[src/rtl/pcap_arb_pkg.sv]
// Shared types and constants for the pcap stream arbiter.
package pcap_arb_pkg;

    localparam int unsigned BEAT_W    = 64;
    localparam int unsigned STRB_W    = 8;
    localparam int unsigned MAX_PORTS = 8;

    typedef enum logic [1:0] {
        StIdle = 2'd0,
        StXfer = 2'd1,
        StGap  = 2'd2
    } arb_state_e;

endpackage

[src/rtl/pcap_rr_pick.sv]
// Combinational round-robin picker: first requester strictly after i_last, wrapping.
module pcap_rr_pick #(
    parameter int unsigned NUM_PORTS = 2,
    localparam int unsigned IDX_W    = $clog2(NUM_PORTS)
) (
    input  logic [NUM_PORTS-1:0] i_req,
    input  logic [IDX_W-1:0]     i_last,
    output logic [IDX_W-1:0]     o_pick,
    output logic                 o_any
);

    logic              w_found;
    int unsigned       w_idx;
    logic [IDX_W-1:0]  w_idx_t;

    always_comb begin
        o_pick  = '0;
        w_found = 1'b0;
        w_idx   = 0;
        w_idx_t = '0;
        for (int unsigned k = 1; k <= NUM_PORTS; k++) begin
            w_idx   = (32'(i_last) + k) % NUM_PORTS;
            w_idx_t = IDX_W'(w_idx);
            if (!w_found && i_req[w_idx_t]) begin
                o_pick  = w_idx_t;
                w_found = 1'b1;
            end
        end
    end

    assign o_any = |i_req;

endmodule

[src/rtl/pcap_stream_arbiter.sv]
// Packet-level round-robin merge of NUM_PORTS pcap streams onto one registered output.
// Define PCAP_ARB_IFG_EN to compile in the GAP state that enforces MIN_IFG idle cycles.
module pcap_stream_arbiter
    import pcap_arb_pkg::*;
#(
    parameter int unsigned NUM_PORTS = 2,
    parameter int unsigned MIN_IFG   = 6,
    parameter int unsigned PKT_CNT_W = 8,
    localparam int unsigned IDX_W    = $clog2(NUM_PORTS)
) (
    input  logic                        clk,
    input  logic                        rst,
    input  logic [NUM_PORTS*BEAT_W-1:0] s_data,
    input  logic [NUM_PORTS*STRB_W-1:0] s_strb,
    input  logic [NUM_PORTS-1:0]        s_valid,
    input  logic [NUM_PORTS-1:0]        s_sop,
    input  logic [NUM_PORTS-1:0]        s_eop,
    output logic [NUM_PORTS-1:0]        s_ready,
    output logic [BEAT_W-1:0]           m_data,
    output logic [STRB_W-1:0]           m_strb,
    output logic                        m_valid,
    output logic                        m_sop,
    output logic                        m_eop,
    input  logic                        m_ready,
    input  logic                        pause,
    output logic [IDX_W-1:0]            grant_port,
    output logic                        busy,
    output logic [PKT_CNT_W-1:0]        pkt_count
);

`ifdef PCAP_ARB_IFG_EN
    localparam bit GapEn = 1'b1;
`else
    localparam bit GapEn = 1'b0;
`endif
    // Last grant resets to the top port so port 0 wins the first arbitration.
    localparam logic [IDX_W-1:0] LastRst = IDX_W'(NUM_PORTS - 1);

    arb_state_e         r_state, w_state_d;
    logic [IDX_W-1:0]   r_grant, w_grant_d;
    logic [IDX_W-1:0]   r_last, w_last_d;
    logic [IDX_W-1:0]   w_pick;
    logic               w_any, w_load, w_xfer, w_accept, w_eop_acc;
    logic [BEAT_W-1:0]  r_m_data;
    logic [STRB_W-1:0]  r_m_strb;
    logic               r_m_valid, r_m_sop, r_m_eop;
    logic [PKT_CNT_W-1:0] r_pkt_count;
`ifdef PCAP_ARB_IFG_EN
    logic [7:0]         r_gap_cnt, w_gap_cnt_d;
`endif

    pcap_rr_pick #(
        .NUM_PORTS (NUM_PORTS)
    ) u_pick (
        .i_req  (s_valid),
        .i_last (r_last),
        .o_pick (w_pick),
        .o_any  (w_any)
    );

    assign w_load    = ~r_m_valid | m_ready;
    assign w_xfer    = (r_state == StXfer);
    assign w_accept  = w_xfer & w_load & s_valid[r_grant];
    assign w_eop_acc = w_accept & s_eop[r_grant];

    always_comb begin
        s_ready = '0;
        if (w_xfer && w_load) begin
            s_ready[r_grant] = 1'b1;
        end
    end

    always_comb begin
        w_state_d = r_state;
        w_grant_d = r_grant;
        w_last_d  = r_last;
`ifdef PCAP_ARB_IFG_EN
        w_gap_cnt_d = r_gap_cnt;
`endif
        case (r_state)
            StIdle: begin
                if (!pause && w_any) begin
                    w_grant_d = w_pick;
                    w_state_d = StXfer;
                end
            end
            StXfer: begin
                if (w_eop_acc) begin
                    w_last_d = r_grant;
                    if (GapEn && (MIN_IFG != 0)) begin
                        w_state_d = StGap;
                    end else begin
                        w_state_d = StIdle;
                    end
`ifdef PCAP_ARB_IFG_EN
                    w_gap_cnt_d = 8'(MIN_IFG);
`endif
                end
            end
`ifdef PCAP_ARB_IFG_EN
            StGap: begin
                w_gap_cnt_d = r_gap_cnt - 8'd1;
                if (r_gap_cnt == 8'd1) begin
                    w_state_d = StIdle;
                end
            end
`endif
            default: w_state_d = StIdle;
        endcase
    end

    always_ff @(posedge clk) begin
        if (rst) begin
            r_state <= StIdle;
            r_grant <= '0;
            r_last  <= LastRst;
        end else begin
            r_state <= w_state_d;
            r_grant <= w_grant_d;
            r_last  <= w_last_d;
        end
    end

`ifdef PCAP_ARB_IFG_EN
    always_ff @(posedge clk) begin
        if (rst) begin
            r_gap_cnt <= '0;
        end else begin
            r_gap_cnt <= w_gap_cnt_d;
        end
    end
`endif

    // Output stage: a bubble is written whenever the register frees up without a new beat.
    always_ff @(posedge clk) begin
        if (rst) begin
            r_m_valid <= 1'b0;
            r_m_sop   <= 1'b0;
            r_m_eop   <= 1'b0;
            r_m_data  <= '0;
            r_m_strb  <= '0;
        end else if (w_load) begin
            r_m_valid <= w_accept;
            if (w_accept) begin
                r_m_data <= s_data[r_grant*BEAT_W +: BEAT_W];
                r_m_strb <= s_strb[r_grant*STRB_W +: STRB_W];
                r_m_sop  <= s_sop[r_grant];
                r_m_eop  <= s_eop[r_grant];
            end
        end
    end

    always_ff @(posedge clk) begin
        if (rst) begin
            r_pkt_count <= '0;
        end else if (r_m_valid && m_ready && r_m_eop) begin
            r_pkt_count <= r_pkt_count + 1'b1;
        end
    end

    assign m_data     = r_m_data;
    assign m_strb     = r_m_strb;
    assign m_valid    = r_m_valid;
    assign m_sop      = r_m_sop;
    assign m_eop      = r_m_eop;
    assign grant_port = r_grant;
    assign busy       = w_xfer;
    assign pkt_count  = r_pkt_count;

endmodule
[config.mk]
export PLATFORM = sky130hd
export DESIGN_NAME = pcap_stream_arbiter
export DESIGN_NICKNAME = d
export VERILOG_FILES = /design/src/rtl/pcap_arb_pkg.sv /design/src/rtl/pcap_rr_pick.sv /design/src/rtl/pcap_stream_arbiter.sv
export SDC_FILE = /design/constraint.sdc
export NUM_CORES = 1
export LEC_CHECK = 0
export CAP_MARGIN = 20
export CORE_MARGIN = 4
export CORE_UTILIZATION = 35
export CTS_CLUSTER_SIZE = 28
export DETAILED_ROUTE_END_ITERATION = 8
export DONT_BUFFER_PORTS = 1
export HOLD_SLACK_MARGIN = 0.05
export PLACE_DENSITY = 0.49
export SYNTH_ARGS = -nofsm -noshare
export SYNTH_HDL_FRONTEND = slang
export SYNTH_HIERARCHICAL = 1
export SYNTH_SLANG_ARGS = --single-unit
[constraint.sdc]
create_clock -name clk -period 2.95 [get_ports clk]
set_clock_uncertainty 0.15 [all_clocks]
set_input_delay 0.295 -clock clk [delete_from_list [all_inputs] [get_ports clk]]
set_output_delay 0.295 -clock clk [all_outputs]
set_load 0.05 [all_outputs]
; ---- Word-level counts from Yosys, hierarchy flattened
; Cells that the tools add are included.
[totals]
reg_bits = 87
out_inout_bits = 87
wordCells = 59
[op_classes]
addsub = 3
order_cmp = 4
n_eq_ne = 3
shifts = 2
n_mux = 19
bitwise = 5
n_reduce_logical = 14
[op_table]
columns = operator, count
row1 = 128-bit by 8-bit variable part select with 64-bit output, 1
row2 = 16-bit by 5-bit variable part select with 8-bit output, 1
row3 = 1-bit two-way mux, 14
row4 = "8-bit by 1-bit adder with 8-bit output, second input constant", 1
row5 = 2-bit AND reduction, 4
row6 = 1-bit logical AND, 6
row7 = "1-bit by 2-bit less-than comparator with 1-bit output, second input constant", 3
row8 = 2-bit two-way mux, 3
row9 = 2-bit case mux with 2 select lines, 1
row10 = 1-bit AND, 3
row11 = "1-bit adder, second input constant", 2
row12 = "2-bit by 1-bit == test with 1-bit output, second input constant", 1
row13 = 1-bit zero test, 2
row14 = 2-bit zero test, 1
row15 = "2-bit by 1-bit != test with 1-bit output, second input constant", 1
row16 = "2-bit != test, second input constant", 1
row17 = 2-bit OR reduction, 1
row18 = 1-bit demux with 1-bit select, 1
row19 = "1-bit >= comparator, second input constant", 1
row20 = 1-bit NOT, 1
row21 = 1-bit bitwise OR, 1

; ---- Longest topological paths before layout
; Gate-level depths: netlist of run 1.
[depth]
ltp_word = 7
mapped_depth = 6

; ---- Cells and area by module
; Netlist of run 1, hierarchy kept.
[modules_own_cells]
columns = mod, n_inst, cells_per_inst, area_each_um2, seq_area_each_um2
row1 = pcap_stream_arbiter, 1, 409, 4364.2, 1721.7
row2 = pcap_rr_pick, 1, 2, 13.8, 0.0

; ---- Worst setup path after synthesis of run 1
; Ideal clock, no wire load.
[synth_path]
kind = reg-to-output
startpoint = register r_state[0]
endpoint = output port s_ready[0]
arrival_time_ps = 1922
required_ps = 2505
path_slack_ps = 583
stages_incl_launch_ff = 5
cell_sequence = dfxtp_1 clkbuf_1 clkbuf_1 nand2_1 nor2_1
[synth_between]
elab_chain_cells = 3
[synth_rtl]
columns = item, line
row1 = "start, declared", pcap_stream_arbiter.sv:39  ; arb_state_e r_state, w_state_d;
row2 = "start signal, assigned", pcap_stream_arbiter.sv:114  ; r_state <= StIdle;
row3 = "start signal, assigned", pcap_stream_arbiter.sv:118  ; r_state <= w_state_d;
row4 = 2-bit by 1-bit == test with 1-bit output, pcap_stream_arbiter.sv:62  ; assign w_xfer = (r_state == StXfer);
row5 = 1-bit logical AND, pcap_stream_arbiter.sv:68  ; if (w_xfer && w_load) begin
row6 = 2-bit two-way mux, pcap_stream_arbiter.sv:68
row7 = "end, declared", pcap_stream_arbiter.sv:18  ; output logic [NUM_PORTS-1:0] s_ready,
; Every way passes these cells.

; ---- Final worst setup path of run 1
[layout_path]
startpoint = register r_grant (netlist: grant_port)
endpoint = register r_m_data[56] (netlist: m_data[56])
[layout_between]
elab_chain_cells = 4
[layout_rtl]
columns = item, line
row1 = "start, declared", pcap_stream_arbiter.sv:40  ; logic [IDX_W-1:0] r_grant, w_grant_d;
row2 = "start signal, assigned", pcap_stream_arbiter.sv:119  ; r_grant <= w_grant_d;
row3 = branches (longest 4 deep; another with 128-bit by 8-bit variable part select with 64-bit output), n/a
row4 = "end signal, assigned", pcap_stream_arbiter.sv:145  ; r_m_data <= s_data[r_grant*BEAT_W +: BEAT_W];
row5 = "end, declared", pcap_stream_arbiter.sv:44  ; logic [BEAT_W-1:0] r_m_data;
; Parallel ways; which one is timed is not known. The select of a mux whose other input is x is not followed.
; A chain may end at the register's enable or synchronous reset.

==> summary.txt, run 1 <==
Critical path
  • Max incr delay on CP: 0.58 ns
  • Cell family with most CP delay: buffers and inverters
  • Critical-path maximum fanout: 33
  • Reg-to-Reg Start: grant_port
  • Crit-path slowest cell: dfxtp_4
  • Flop-to-flop setup slack: 0.20 ns
  • Crit Path Class: flop to flop
  • Crit-path cells: mux2_4 -> and3_4 -> buf_6 -> a211oi_2 -> dlygate4sd3_1
  • Startpoint types: flop
  • Critical Path AT: 2.82 ns
  • CP Data Required Time: 3.02 ns
  • Critical path buffers and inverters: 2
  • CP endpoint kind: flop
  • FF-to-FF path depth: 5
  • R2r endpoint: m_data[56]

GRT
  • Largest net degree at the start of global routing: 83
  • GR Overflow Total: 0
  • Tot GR Track Use: 0.166
  • Antenna violations before repair: 0
  • Global-route wire length before repair: 19,100 um
  • Vias in the first global route: 3,407

Min path
  • Hold crit path type: input pin to flop
  • HP Start: s_data[7]
  • Hold EP: m_data[7]
  • Hold path depth: 2

Placed design
  • I/O Buffers: 0
  • Placed insts: 536
  • DP Wirelength: 8010 um
  • Placer Congestion: 0.700

Timing
  • Max_slew headroom: 0.493
  • Worst-Margin Slew: 0.761 ns
  • Setup TNS: 0 ns
  • RSZ-0062 raised after global routing: no
  • Min cycle time layout: 2.75 ns
  • Max Clk Rate: 0.363 GHz
  • Setup violations, final: 0
  • Endpoints failing hold: 0
  • Min Hold Slack: 0.0705 ns
  • Max-slew violation count: 0
  • Post-route clock period utilization: 0.934

Detailed routing
  • DR iter-0 viols: 204
  • Per-cell routed wire length: 21.7 um
  • ANT nets after route: 0
  • Drc violations: 0
  • Via density: 5.96
  • First-pass iteration count of the detailed router: 4
  • DR vias: 3,407
  • Routed WL: 12,400 um

Floorplan
  • Chip width: 120 um
  • Full die area: 14,400 um^2
  • Chip height: 120 um
  • Initial Util: 0.361
  • Placement row count: 40
  • Core ar.: 12,100 um^2
  • Ports: 241

Layout
  • Nets: 554
  • Final std cells w/o fill: 572
  • # diodes: 0
  • Synth-to-Final Area Change: 12.1%
  • Layout cell share with drive strength beyond 1: 0.225

Job
  • MaxCap Viol Count: 0

Logic synthesis
  • Syn Area/Cell: 10.7 um^2
  • Most used DFF post-synth: dfxtp_1
  • Cell taking the most area after synthesis: dfxtp_1
  • Synth cell types: 32
  • Top-count cell post-synth: dfxtp_1
  • Dominant cells by area after synthesis: dfxtp_1 (39%), mux2i_1 (17%), a211oi_2 (17%), a31oi_1 (11%), clkbuf_1 (2.8%)
  • Mapped cell area: 4380 um^2
  • Yosys warns: 6
  • Async set or reset register ratio after synthesis: 0
  • Synth top area share: 0.393
  • Register area share after synthesis: 0.393
  • Synth top cells by count: dfxtp_1 (86), mux2i_1 (76), a31oi_1 (74)
  • Post-synthesis cell count: 411
  • Mapped Nets: 566
  • Yosys reg bits: 86
  • EDFF count, synth: 0

Pwr
  • VDD IR-drop max: 0.295 mV
  • PnR Total Power: 3.01 mW
  • Leak: 1.44 nW
  • PwrDens: 613 nW/um^2

Clocking
  • Clock tree buffer depth: 2
  • Root Buffer Master: clkbuf_16
  • Worst-path clk slew: 0.06 ns
  • Num CTS Buffers: 9
  • Worst skew pair latency: 0.34 ns
  • Clock Sink Count: 86
  • H-tree Lvls: 3
  • TritonCTS clock tree: done

Outcome
  • Status: finished, final reports clean
==> placed cells by master, fill, tap and decap left out, types with 4 or more instances in the layout <==
master,n
a211oi_1,14
a211oi_2,60
a21oi_1,6
a31oi_1,74
buf_4,7
clkbuf_16,9
clkinv_2,5
dfxtp_1,84
dlygate4sd3_1,19
mux2i_1,76
nand4_1,4
nor2_1,5
==> worst max path at each step <==
stage / startpoint / end / slack [ns] / cells after the start
CTS: grant_port / m_data[56] / 0.09 / 5
detailed placement: grant_port / m_data[52] / 0.65 / 4
global route: grant_port / m_data[51] / 0.07 / 5
floorplan: r_state[0] / s_ready[0] / 0.58 / 4
finish: grant_port / m_data[56] / 0.20 / 5
global placement: grant_port / m_data[29] / 0.66 / 4
==> area by class of cell <==
cell class,count,area [um^2]
Clock buffer,11,243
Clock inverter,5,25.0
Fill cell,1245,7210
Inverter,1,3.75
Multi-Input combinational cell,271,2380
Sequential cell,86,1730
Tap cell,168,210
Timing Repair Buffer,30,313
==> where the power goes <==
part           leakage (nW)  internal (mW)  switching, mW
logic                 0.594          0.174          0.233
registers             0.704           1.24          0.323
clock network         0.139          0.586          0.456
total                  1.44           1.99           1.01
==> flip-flops by register name, summed over array words and instances, names as in the netlist <==
register and cells:
grant_port 1, m_data 64, m_eop 1, m_sop 1, m_strb 8, m_valid 1, pkt_count 8, r_last 1
r_state 1
==> timing repair <==
action / CTS / global route
buffers inserted: 0 / 0
endpoints found under the setup margin: 0 / 4
hold endpoints to repair: 86 / 0
gates resized for setup: 0 / 2
hold buffers: 20 / 0
==> kinds of logic (layout without fill, tap and decap cells) <==
group	Yosys count	in the layout	share of synthesized area
xor+xnor	2	2	0.00400
simple gates	28	28	0.0366
mux	77	77	0.177
fa+ha+maj	1	1	0.00286
flops	86	86	0.393
compound gates	163	163	0.323
buf+inv	54	47	0.0632
==> metrics by stage <==
step / utilization / setup slack (ns) / area [um^2]
2_1_floorplan: - / 0.583 / 4380
3_3_place_gp: 0.364 / 0.663 / 4410
3_5_place_dp: 0.364 / 0.647 / 4410
4_1_cts: 0.404 / 0.0917 / 4900
5_1_grt: 0.405 / 0.0659 / 4910
6_report: 0.405 / 0.196 / 4910
==> metal layers <==
metal / wire length (um) / share of wire / track usage / up-vias
met5: 0 / 0 / 0 / -
met4: 213 / 0.017 / 0.0716 / 0
met3: 1150 / 0.093 / 0.0598 / 13
met2: 5840 / 0.47 / 0.272 / 175
met1: 5190 / 0.42 / 0.196 / 1624
li1: - / - / - / 1595
No activity file was read; power rests on OpenSTA's default activity.
==> run 2: changes to the inputs <==
PLACE_DENSITY = 0.47   (was 0.49)
==> run 2 against run 1 <==
Register-to-register slack improved by 0.18 ns. Critical path depth did not move. Count of clock-buffer cells in the layout did not move. Worst setup slack improved by 0.18 ns. Final cell count fell by 1.6%. First-iteration DRC count fell by 27%. Largest cell class unchanged. Combinational power fell by 1%. Critical endpoint is now m_data[50]. Worst hold slack got worse by 0.013 ns. Final area fell by 1.4%. Sequential share of layout area rose by 0.51 points.
==> summary.txt, run 2 (synthesized netlist as in run 1, its figures left out) <==
Outcome
  • Status: finished, final reports clean (unchanged)

Timing
  • Setup violations, final: 0 (unchanged)
  • Max-slew violation count: 0 (unchanged)
  • Setup TNS: 0 ns (unchanged)
  • Endpoints failing hold: 0 (unchanged)
  • Max Clk Rate: 0.389 GHz (was 0.363 GHz)
  • Min cycle time layout: 2.57 ns (was 2.75 ns)
  • Worst-Margin Slew: 0.705 ns (was 0.761 ns)
  • Post-route clock period utilization: 0.872 (was 0.934)
  • RSZ-0062 raised after global routing: no (unchanged)
  • Max_slew headroom: 0.530 (was 0.493)

Placed design
  • I/O Buffers: 0 (unchanged)
  • Placer Congestion: 0.670 (was 0.700)
  • Placed Area: 4430 um^2 (was 4410 um^2)
  • DP Wirelength: 7860 um (was 8010 um)

Pwr
  • PwrDens: 639 nW/um^2 (was 613 nW/um^2)
  • Internal Power: 2.07 mW (was 1.99 mW)
  • Leak: 1.41 nW (was 1.44 nW)
  • VDD IR-drop max: 0.240 mV (was 0.295 mV)
  • Flop pwr share: 0.501 (was 0.518)
  • Sw Ratio: 0.330 (was 0.336)
  • Sw Pwr: 1.02 mW (was 1.01 mW)
  • Comb pwr share: 0.130 (was 0.135)
  • Clock power share: 0.369 (was 0.347)

Layout
  • Synth-to-Final Area Change: 10.5% (was 12.1%)
  • Layout Cell Area excl Fill: 4840 um^2 (was 4910 um^2)
  • Commonest non-fill, non-tap cell in the layout: dfxtp_1 (unchanged)
  • Max reg flops: 64 (unchanged)
  • Layout cell share with drive strength beyond 1: 0.233 (was 0.225)
  • Most frequent cells in the layout: dfxtp_1 (84), mux2i_1 (76), a31oi_1 (74), a211oi_2 (60), a211oi_1 (14) (was dfxtp_1 (84), mux2i_1 (76), a31oi_1 (74), a211oi_2 (60), dlygate4sd3_1 (19))
  • # diodes: 0 (unchanged)
  • Nets: 546 (was 554)

Clocking
  • TritonCTS clock tree: done (unchanged)
  • # hold bufs at CTS: 10 (was 20)
  • Post_cts resized: 0 (unchanged)
  • Clock tree buffer depth: 2 (unchanged)
  • H-tree Lvls: 3 (unchanged)
  • Worst skew pair latency: 0.34 ns (about the same)
  • Num CTS Buffers: 9 (unchanged)
  • Setup Buffers After CTS: 0 (unchanged)
  • Worst-path clk slew: 0.06 ns (about the same)
  • Root Buffer Master: clkbuf_16 (unchanged)
  • Clock Sink Count: 86 (unchanged)

Critical path
  • CP endpoint kind: flop (unchanged)
  • FF-to-FF path depth: 5 (unchanged)
  • Crit Path Class: flop to flop (unchanged)
  • Critical Path AT: 2.65 ns (was 2.82 ns)
  • Startpoint types: flop (unchanged)
  • Crit-path cells: mux2_4 -> and3_4 -> buf_12 -> a211oi_2 -> dlygate4sd3_1 (was mux2_4 -> and3_4 -> buf_6 -> a211oi_2 -> dlygate4sd3_1)
  • CP startpoint: grant_port (unchanged)
  • Flop-to-flop setup slack: 0.38 ns (was 0.20 ns)
  • Reg-to-Reg Start: grant_port (unchanged)
  • Max incr delay on CP: 0.56 ns (was 0.58 ns)
  • Critical-path maximum fanout: 36 (was 33)
  • CP Data Required Time: 3.03 ns (was 3.02 ns)
  • Crit-path slowest cell: dlygate4sd3_1 (was dfxtp_4)
  • R2r endpoint: m_data[50] (was m_data[56])

GRT
  • Largest net degree at the start of global routing: 83 (unchanged)
  • Global-route wire length before repair: 18,800 um (was 19,100 um)
  • GR Overflow Total: 0 (unchanged)
  • Vias in the first global route: 3,350 (was 3,407)
  • Tot GR Track Use: 0.163 (was 0.166)
  • Antenna violations before repair: 0 (unchanged)

Floorplan
  • Full die area: 14,400 um^2 (unchanged)
  • Chip height: 120 um (unchanged)
  • Core ar.: 12,100 um^2 (unchanged)
  • Ports: 241 (unchanged)
  • Initial Util: 0.361 (unchanged)
  • Chip width: 120 um (unchanged)
  • Placement row count: 40 (unchanged)

Min path
  • HP Start: s_data[32] (was s_data[7])
  • Hold path depth: 2 (unchanged)
  • Hold EP: m_data[32] (was m_data[7])
  • Hold crit path type: input pin to flop (unchanged)

Detailed routing
  • First-pass iteration count of the detailed router: 4 (unchanged)
  • Per-cell routed wire length: 21.2 um (was 21.7 um)
  • Top routing layer in use: met4 (unchanged)
  • Via density: 5.90 (was 5.96)
  • DR vias: 3,322 (was 3,407)
  • Metal3 WL: 1110 um (was 1150 um)
  • ANT nets after route: 0 (unchanged)
  • M1 WL: 4940 um (was 5190 um)
  • DR iter-0 viols: 148 (was 204)
  • Drc violations: 0 (unchanged)
  • Routed WL: 11,900 um (was 12,400 um)
  • Met2 wire length: 5730 um (was 5840 um)

Job
  • MaxCap Viol Count: 0 (unchanged)
run 2: power groups by stage:
stage               Sequential, mW  Combinational [mW]  Clock (mW)
finish                        1.55               0.401        1.14
global route                  1.56               0.444        1.22
CTS                           1.55               0.407        1.17
detailed placement            1.58               0.366           0
global placement              1.58               0.360           0
floorplan                     1.55               0.345           0
run 2: worst max-delay path by stage:
stage | to | slack, ns | cells past startpoint
3_5_place_dp | m_data[26] | 0.89 | 4
3_3_place_gp | m_data[26] | 0.90 | 4
2_1_floorplan | s_ready[0] | 0.58 | 4
6_report | m_data[50] | 0.38 | 5
4_1_cts | m_data[50] | 0.35 | 5
5_1_grt | m_data[50] | 0.24 | 5
run 2: layout make-up:
type                       instances  area, um^2
multi-input combinational        271        2380
sequential                        86        1730
clock buffer                      11         243
tap                              168         210
inverter                           1        3.75
timing repair buffer              22         220
fill                            1204        7280
clock inverter                     4        47.5
run 2: per-layer routing:
| metal | vias up | GRT usage |
|---|---|---|
| met5 | - | 0 |
| met4 | 0 | 0.0558 |
| met3 | 11 | 0.0627 |
| met2 | 143 | 0.273 |
| met1 | 1589 | 0.192 |
| li1 | 1579 | - |
run 2: stage by stage:
| stage | utilization | worst slack, ns | hold WS [ns] | instances | power [mW] |
|---|---|---|---|---|---|
| 5_1_grt | 0.399 | 0.236 | 0.0728 | 563 | 3.22 |
| 2_1_floorplan | - | 0.583 | 0.335 | 411 | 1.89 |
| 3_3_place_gp | 0.366 | 0.900 | 0.223 | 538 | 1.94 |
| 3_5_place_dp | 0.366 | 0.887 | 0.226 | 538 | 1.94 |
| 6_report | 0.399 | 0.378 | 0.0580 | 563 | 3.09 |
| 4_1_cts | 0.399 | 0.352 | 0.0507 | 563 | 3.13 |
run 2: worst max-delay path, delay by kind of cell (launching register included):
| family | cells | cell delay (ns) |
|---|---|---|
| compound gates | 1 | 0.10 |
| flops | 1 | 0.35 |
| simple gates | 1 | 0.54 |
| buf+inv | 2 | 0.87 |
| mux | 1 | 0.44 |
